[config.mk]
export PLATFORM = sky130hd
export DESIGN_NAME = stepdir_decoder_flat
export DESIGN_NICKNAME = d
export VERILOG_FILES = /design/src/rtl/stepdir_pkg.sv /design/src/rtl/stepdir_if.sv /design/src/rtl/stepdir_input_filter.sv /design/src/rtl/stepdir_decoder.sv /design/src/flat_wrapper.sv
export SDC_FILE = /design/constraint.sdc
export NUM_CORES = 1
export LEC_CHECK = 0
export BUFFER_PORTS_ARGS = -buffer_cell sky130_fd_sc_hd__clkbuf_2
export CORE_ASPECT_RATIO = 0.6
export CORE_UTILIZATION = 52
export DETAILED_ROUTE_END_ITERATION = 6
export PLACE_DENSITY = 0.77
export SYNTH_ARGS = -nofsm -noshare
export SYNTH_HDL_FRONTEND = slang
export SYNTH_HIERARCHICAL = 1
export SYNTH_SLANG_ARGS = --single-unit
[constraint.sdc]
create_clock -name sysclk -period 2.9 [get_ports sysclk]
set_input_delay 0.58 -clock sysclk [delete_from_list [all_inputs] [get_ports sysclk]]
set_output_delay 0.58 -clock sysclk [all_outputs]
set_load 0.05 [all_outputs]
[src/rtl/stepdir_pkg.sv]
// Shared defaults and constant helpers for the step/direction input decoder.
package stepdir_pkg;

   localparam int unsigned POS_W_DEF      = 32;
   localparam int unsigned PERIOD_W_DEF   = 24;
   localparam int unsigned FILTER_LEN_DEF = 4;
   localparam int unsigned DIR_SETUP_DEF  = 8;

   // All-ones value of a w-bit field, used as a saturation ceiling.
   function automatic logic [63:0] all_ones(input int unsigned w);
      if (w >= 64)
         return '1;
      return (64'd1 << w) - 64'd1;
   endfunction

endpackage

[src/rtl/stepdir_if.sv]
// Control/status bundle between the step/direction decoder and the register map.
interface stepdir_if
   import stepdir_pkg::*;
#(
   parameter int unsigned POS_W    = POS_W_DEF,
   parameter int unsigned PERIOD_W = PERIOD_W_DEF
);

   logic                STP;
   logic                DIR;
   logic                enable;
   logic                load;
   logic [POS_W-1:0]    load_value;
   logic                err_clr;
   logic [POS_W-1:0]    position;
   logic                step_pulse;
   logic                step_dir;
   logic [PERIOD_W-1:0] period;
   logic                period_valid;
   logic                setup_err;

   modport master (
      output STP, DIR, enable, load, load_value, err_clr,
      input  position, step_pulse, step_dir, period, period_valid, setup_err
   );

   modport slave (
      input  STP, DIR, enable, load, load_value, err_clr,
      output position, step_pulse, step_dir, period, period_valid, setup_err
   );

endinterface

[src/rtl/stepdir_input_filter.sv]
// 2-FF synchroniser followed by a hold filter: a new level must persist
// FILTER_LEN synchronised cycles before the filtered output follows it.
module stepdir_input_filter #(
   parameter int unsigned FILTER_LEN = 4
) (
   input  logic sysclk,
   input  logic rst_n,
   input  logic pin,
   output logic filt
);

   localparam int unsigned CW = (FILTER_LEN > 1) ? $clog2(FILTER_LEN) : 1;
   localparam logic [CW-1:0] CNT_LAST = CW'(FILTER_LEN - 1);

   logic          sync1;
   logic          sync2;
   logic [CW-1:0] cnt;

   always_ff @(posedge sysclk or negedge rst_n) begin
      if (!rst_n) begin
         sync1 <= 1'b0;
         sync2 <= 1'b0;
         filt  <= 1'b0;
         cnt   <= '0;
      end else begin
         sync1 <= pin;
         sync2 <= sync1;
         if (sync2 == filt) begin
            cnt <= '0;
         end else if (cnt == CNT_LAST) begin
            filt <= sync2;
            cnt  <= '0;
         end else begin
            cnt <= cnt + CW'(1);
         end
      end
   end

endmodule

[src/rtl/stepdir_decoder.sv]
// Step/direction receiver: filtered STP/DIR drive a position accumulator,
// a step-period counter and a direction-setup checker.
module stepdir_decoder
   import stepdir_pkg::*;
#(
   parameter int unsigned POS_W      = POS_W_DEF,
   parameter int unsigned PERIOD_W   = PERIOD_W_DEF,
   parameter int unsigned FILTER_LEN = FILTER_LEN_DEF,
   parameter int unsigned DIR_SETUP  = DIR_SETUP_DEF
) (
   input  logic      sysclk,
   input  logic      rst_n,
   stepdir_if.slave  bus
);

   localparam logic [PERIOD_W-1:0] PERIOD_MAX = PERIOD_W'(all_ones(PERIOD_W));
   localparam int unsigned         AGE_W      = $clog2(DIR_SETUP + 1);
   localparam logic [AGE_W-1:0]    AGE_MAX    = AGE_W'(DIR_SETUP);

   logic                stp_filt;
   logic                dir_filt;
   logic                stp_prev;
   logic                dir_prev;
   logic                step_evt;
   logic                count_evt;
   logic                dir_chg;
   logic [AGE_W-1:0]    age;
   logic [AGE_W-1:0]    age_eff;
   logic [PERIOD_W-1:0] pcnt;
   logic                have_ref;

   stepdir_input_filter #(.FILTER_LEN(FILTER_LEN)) u_stp_filt (
      .sysclk (sysclk),
      .rst_n  (rst_n),
      .pin    (bus.STP),
      .filt   (stp_filt)
   );

   stepdir_input_filter #(.FILTER_LEN(FILTER_LEN)) u_dir_filt (
      .sysclk (sysclk),
      .rst_n  (rst_n),
      .pin    (bus.DIR),
      .filt   (dir_filt)
   );

   // A DIR change seen in the same cycle as the step counts as age 0.
   always_comb begin
      step_evt  = stp_filt & ~stp_prev & bus.enable;
      count_evt = step_evt & ~bus.load;
      dir_chg   = dir_filt ^ dir_prev;
      age_eff   = dir_chg ? '0 : age;
   end

   always_ff @(posedge sysclk or negedge rst_n) begin
      if (!rst_n) begin
         stp_prev         <= 1'b0;
         dir_prev         <= 1'b0;
         age              <= '0;
         pcnt             <= '0;
         have_ref         <= 1'b0;
         bus.position     <= '0;
         bus.step_pulse   <= 1'b0;
         bus.step_dir     <= 1'b0;
         bus.period       <= '0;
         bus.period_valid <= 1'b0;
         bus.setup_err    <= 1'b0;
      end else begin
         stp_prev <= stp_filt;
         dir_prev <= dir_filt;

         if (dir_chg)
            age <= AGE_W'(1);
         else if (age != AGE_MAX)
            age <= age + AGE_W'(1);

         if (bus.load)
            bus.position <= bus.load_value;
         else if (count_evt)
            bus.position <= dir_filt ? bus.position + POS_W'(1)
                                     : bus.position - POS_W'(1);

         bus.step_pulse <= count_evt;
         if (count_evt)
            bus.step_dir <= dir_filt;

         // have_ref marks that a previous counted step anchors the period.
         if (bus.load || !bus.enable) begin
            pcnt     <= '0;
            have_ref <= 1'b0;
         end else if (count_evt) begin
            pcnt     <= PERIOD_W'(1);
            have_ref <= 1'b1;
         end else if (pcnt != PERIOD_MAX) begin
            pcnt <= pcnt + PERIOD_W'(1);
         end

         bus.period_valid <= count_evt & have_ref;
         if (count_evt && have_ref)
            bus.period <= pcnt;

         if (count_evt && (age_eff < AGE_MAX))
            bus.setup_err <= 1'b1;
         else if (bus.err_clr)
            bus.setup_err <= 1'b0;
      end
   end

endmodule

[src/flat_wrapper.sv]
// flat-port wrapper written by rule: the top's interface ports become plain ports
module stepdir_decoder_flat import stepdir_pkg::*;
#(
   parameter int unsigned POS_W      = POS_W_DEF,
   parameter int unsigned PERIOD_W   = PERIOD_W_DEF,
   parameter int unsigned FILTER_LEN = FILTER_LEN_DEF,
   parameter int unsigned DIR_SETUP  = DIR_SETUP_DEF
)
  (sysclk, rst_n, bus_STP, bus_DIR, bus_enable, bus_load, bus_load_value, bus_err_clr, bus_position, bus_step_pulse, bus_step_dir, bus_period, bus_period_valid, bus_setup_err);
  stepdir_if #(.POS_W(POS_W), .PERIOD_W(PERIOD_W)) bus_i ();
  input  logic sysclk;
  input  logic rst_n;
  input wire logic [$bits(bus_i.STP)-1:0] bus_STP;
  input wire logic [$bits(bus_i.DIR)-1:0] bus_DIR;
  input wire logic [$bits(bus_i.enable)-1:0] bus_enable;
  input wire logic [$bits(bus_i.load)-1:0] bus_load;
  input wire logic [$bits(bus_i.load_value)-1:0] bus_load_value;
  input wire logic [$bits(bus_i.err_clr)-1:0] bus_err_clr;
  output wire logic [$bits(bus_i.position)-1:0] bus_position;
  output wire logic [$bits(bus_i.step_pulse)-1:0] bus_step_pulse;
  output wire logic [$bits(bus_i.step_dir)-1:0] bus_step_dir;
  output wire logic [$bits(bus_i.period)-1:0] bus_period;
  output wire logic [$bits(bus_i.period_valid)-1:0] bus_period_valid;
  output wire logic [$bits(bus_i.setup_err)-1:0] bus_setup_err;
  assign bus_i.STP = bus_STP;
  assign bus_i.DIR = bus_DIR;
  assign bus_i.enable = bus_enable;
  assign bus_i.load = bus_load;
  assign bus_i.load_value = bus_load_value;
  assign bus_i.err_clr = bus_err_clr;
  assign bus_position = bus_i.position;
  assign bus_step_pulse = bus_i.step_pulse;
  assign bus_step_dir = bus_i.step_dir;
  assign bus_period = bus_i.period;
  assign bus_period_valid = bus_i.period_valid;
  assign bus_setup_err = bus_i.setup_err;
  stepdir_decoder #(.POS_W(POS_W), .PERIOD_W(PERIOD_W), .FILTER_LEN(FILTER_LEN), .DIR_SETUP(DIR_SETUP)) u_core (.sysclk(sysclk), .rst_n(rst_n), .bus(bus_i));
endmodule
==> summary.txt <==
Synthesis
  • Top cell type's share of synthesized area: around 42%
  • Post-Syn Nets: 723
  • Post-synth EDFFs: 0
  • Synth Cell Area: between 5000 and 6000 um^2
  • Synth Warn #: 6
  • Synth area leaders: dfrtp_1 42%, ha_1 7.3%, nand2_1 5.8%
  • Register bit total from synthesis: 101
  • Share of flip-flops with an asynchronous set or reset: 100.0%
  • Count of different cell masters after synthesis: 57
  • Register area share after synthesis: between 40% and 50%
  • Dominant cell type by area after synthesis: dfrtp_1
  • Mean Syn Cell Area: 9.212 um^2
  • Ys flop type: dfrtp_1
  • Synth Instances: between 600 and 700

Timing
  • Final worst slack: 0.05488 ns
  • Min Hold Slack: between 0.2 and 0.25 ns
  • Relative slew slack: 46.42%
  • Post-route minimum period: between 2 and 3 ns
  • Period utilization: between 90% and 100%
  • Clock Skew: 0.004393 ns
  • Max-slew violation count: 0
  • Final Setup Violations: 0
  • FMAX: ~350 MHz
  • Actual slew at the worst max-slew pin: about 0.8 ns
  • RSZ-0062 raised after global routing: true
  • Final Hold Fails: 0

CTS
  • Root Buffer: clkbuf_16
  • Htree depth: 3
  • TritonCTS clock tree: done
  • Maximum root-to-sink buffer count: 2
  • CTS Sinks: a little over 100
  • Hold buffers post-CTS: 0
  • Clock Latency Late Sink: 0.35 ns
  • Clk slew on worst S/H paths: about 0.070 ns
  • Number of CTS-inserted buffers: 9

Cells and area
  • Fillers: approximately 870
  • Area Growth Syn to Fin: 20.54%
  • Area of the multi-input gates: approximately 3400 um^2
  • Commonest non-fill, non-tap cells in the layout: 100 x dfrtp_1, 97 x clkbuf_2, 93 x nand2_1
  • Commonest non-fill, non-tap cell in the layout: dfrtp_1
  • Seq. cell area: around 2500 um^2
  • Post-route insts no fill: around 900
  • Final #Nets: 826
  • Cell area after layout: 7196 um^2
  • Share of post-route cells with drive strength above 1: 24.07%
  • Antenna cells: 0
  • Post-layout util: between 60% and 70%

Pwr
  • Switching share of power: a little under half
  • Psw: between 3 and 4 mW
  • Clk network pwr share: between 10% and 20%
  • Pint: approximately 4.4 mW
  • Max VDD drop: 559.0 uV
  • Reg power frac: between 20% and 30%
  • Static Leak: 3.388 nW
  • Comb pwr share: roughly three fifths
  • Power density cells: 1122 nW/um^2

Worst setup path
  • Crit path cell chain: clkinvlp_4 > buf_12 > ha_4 > a211oi_2 > nor2_1 > o41a_1 > o211a_1 > o31a_1 > a31oi_2 > xor2_1 > o221ai_1
  • WP data required: just over 3 ns
  • Setup Crit Path Kind: reg2reg
  • CP Data Arrival Time: a little over 3 ns
  • CP max FO: 10
  • Crit path largest cell delay: 0.39 ns
  • Slowest-stage cell, CP: dfrtp_2
  • Crit path launch type: register
  • Worst Setup End Kind: register
  • Worst-case reg-to-reg path depth: 11

Min path
  • Worst hold path class: in2async

Drt
  • DR vias: ~5400
  • WL per Instance: 17.01 um
  • Pre-antenna DRT Iters: 5
  • DRC: 0
  • Final WL: roughly 15000 um
  • Via density: ~6
  • Detailed Route Iter0 Violations: around 350
  • Antenna viol nets, final: 0

Floorplan
  • Initial Util: approximately 55%
  • FP Rows: 29
  • Total die area: 11930 um^2
  • Die X-Extent: 140.3 um
  • I/O Pins: 99
  • Core area: between 10000 and 15000 um^2
  • Die height: approximately 85 um

Global routing
  • First-pass GRT wire length: between 20000 and 30000 um
  • Vias in the first global route: about 5000
  • All-Layer GR Usage: between 20% and 30%
  • Antenna violations before repair: 0
  • Total gr overflow: 0
  • Largest net degree at the start of global routing: 65

Place
  • HPWL Detailed: 10990 um
  • Pre-CTS setup slack: about 0.042 ns
  • # placed instances: between 800 and 900
  • Final Wtd Congestion: between 0.9 and 1
  • Port buffer count: between 90 and 100
  • Placed Area: between 6000 and 7000 um^2

Job
  • Max-cap violations: 0

Status
  • Status: complete, no violations
-- synth_stat cells (11+ instances only) --
library cell,count
dfrtp_1,101
nand2_1,93
nor2_1,59
a21oi_1,49
ha_1,35
o21ai_0,32
xnor2_1,26
clkbuf_1,23
mux2_2,23
inv_1,19
nand3_1,16
o221ai_1,16
xor2_1,15
a21o_1,14
nand4_1,14
nor3_1,11
or3_1,11
-- per-stage QoR --
| stage | total power [mW] | setup TNS [ns] |
|---|---|---|
| floorplan | 5.172 | -0.4410 |
| global placement | 6.223 | 0 |
| detailed placement | 6.361 | 0 |
| CTS | 7.755 | 0 |
| global route | 8.602 | -0.2184 |
| finish | 8.076 | 0 |
-- path summary, 6_finish.rpt --
path / from / to / slack, ns
worst min register to register: u_core/u_stp_filt/sync1$_DFF_PN0_ / u_core/u_stp_filt/sync2$_DFF_PN0_ / 0.36
worst max-delay path: u_core/u_dir_filt/filt$_DFFE_PN0P_ / u_core/bus.position[21]$_DFFE_PN0P_ / 0.05
worst max register to register: u_core/u_dir_filt/filt$_DFFE_PN0P_ / u_core/bus.position[21]$_DFFE_PN0P_ / 0.05
max in group asynchronous: rst_n / u_core/bus.position[14]$_DFFE_PN0P_ / 2.01
worst min-delay path: rst_n / u_core/bus.setup_err$_DFFE_PN0P_ / 0.23
min in group sysclk: bus_DIR / u_core/u_dir_filt/sync1$_DFF_PN0_ / 0.34
-- what timing repair did --
item | CTS | global route
gates resized for setup | 0 | 17
endpoints found under the setup margin | 0 | 10
buffers inserted | 0 | 1
-- critical path, delay by kind of cell, from the launching register on --
| kind | cells | cell delay (ns) |
|---|---|---|
| simple gates | 1 | 0.08 |
| fa+ha+maj | 1 | 0.26 |
| xor+xnor | 1 | 0.16 |
| buf+inv | 2 | 0.28 |
| flops | 1 | 0.39 |
| compound gates | 6 | 1.50 |
-- logic make-up after synthesis --
logic type | synth area share, %
adders and majority gates | 7.671
AOI/OAI and AO/OA | 18.28
xor gates and xnor gates | 6.016
and+or+nand+nor | 17.88
DFF | 42.34
muxes | 4.842
buffers and inverters | 2.976
-- layer usage --
layer | part of all wire [%] | GRT usage [%] | vias up
li1 | - | - | 2542
met4 | 1.1 | 6.593 | 0
met5 | 0 | 0 | -
met3 | 7.0 | 5.248 | 19
met2 | 44 | 40.55 | 205
met1 | 48 | 39.11 | 2613
-- registers in the layout (all words and copies together) (netlist names) --
signal / count
u_core/pcnt: 24
u_core/age: 4
u_core/bus.position: 32
u_core/stp_prev: 1
u_core/u_dir_filt/cnt: 2
u_core/u_stp_filt/cnt: 2
u_core/bus.period: 24
u_core/bus.step_pulse: 1
u_core/u_dir_filt/filt: 1
u_core/bus.setup_err: 1
u_core/have_ref: 1
u_core/u_stp_filt/sync2: 1
u_core/u_dir_filt/sync1: 1
u_core/u_stp_filt/sync1: 1
u_core/u_dir_filt/sync2: 1
u_core/bus.period_valid: 1
u_core/dir_prev: 1
u_core/bus.step_dir: 1
u_core/u_stp_filt/filt: 1
-- layout make-up --
type / count / share of cell area, %
Sequential cell: 101 / 35.14
Tap cell: 139 / 2.417
Clock inverter: 4 / 1.078
Inverter: 20 / 1.095
Timing Repair Buffer: 119 / 9.494
Multi-Input combinational cell: 500 / 47.21
Clock buffer: 12 / 3.565
-- power by group through the flow --
stage / Clock, mW / Sequential [mW] / Combinational, mW
6_report: 1.34 / 1.84 / 4.90
3_3_place_gp: 0 / 1.84 / 4.38
2_1_floorplan: 0 / 2.31 / 2.86
5_1_grt: 1.42 / 1.86 / 5.32
4_1_cts: 1.37 / 1.83 / 4.56
3_5_place_dp: 0 / 1.86 / 4.50
(Power assumes the default switching activity.)
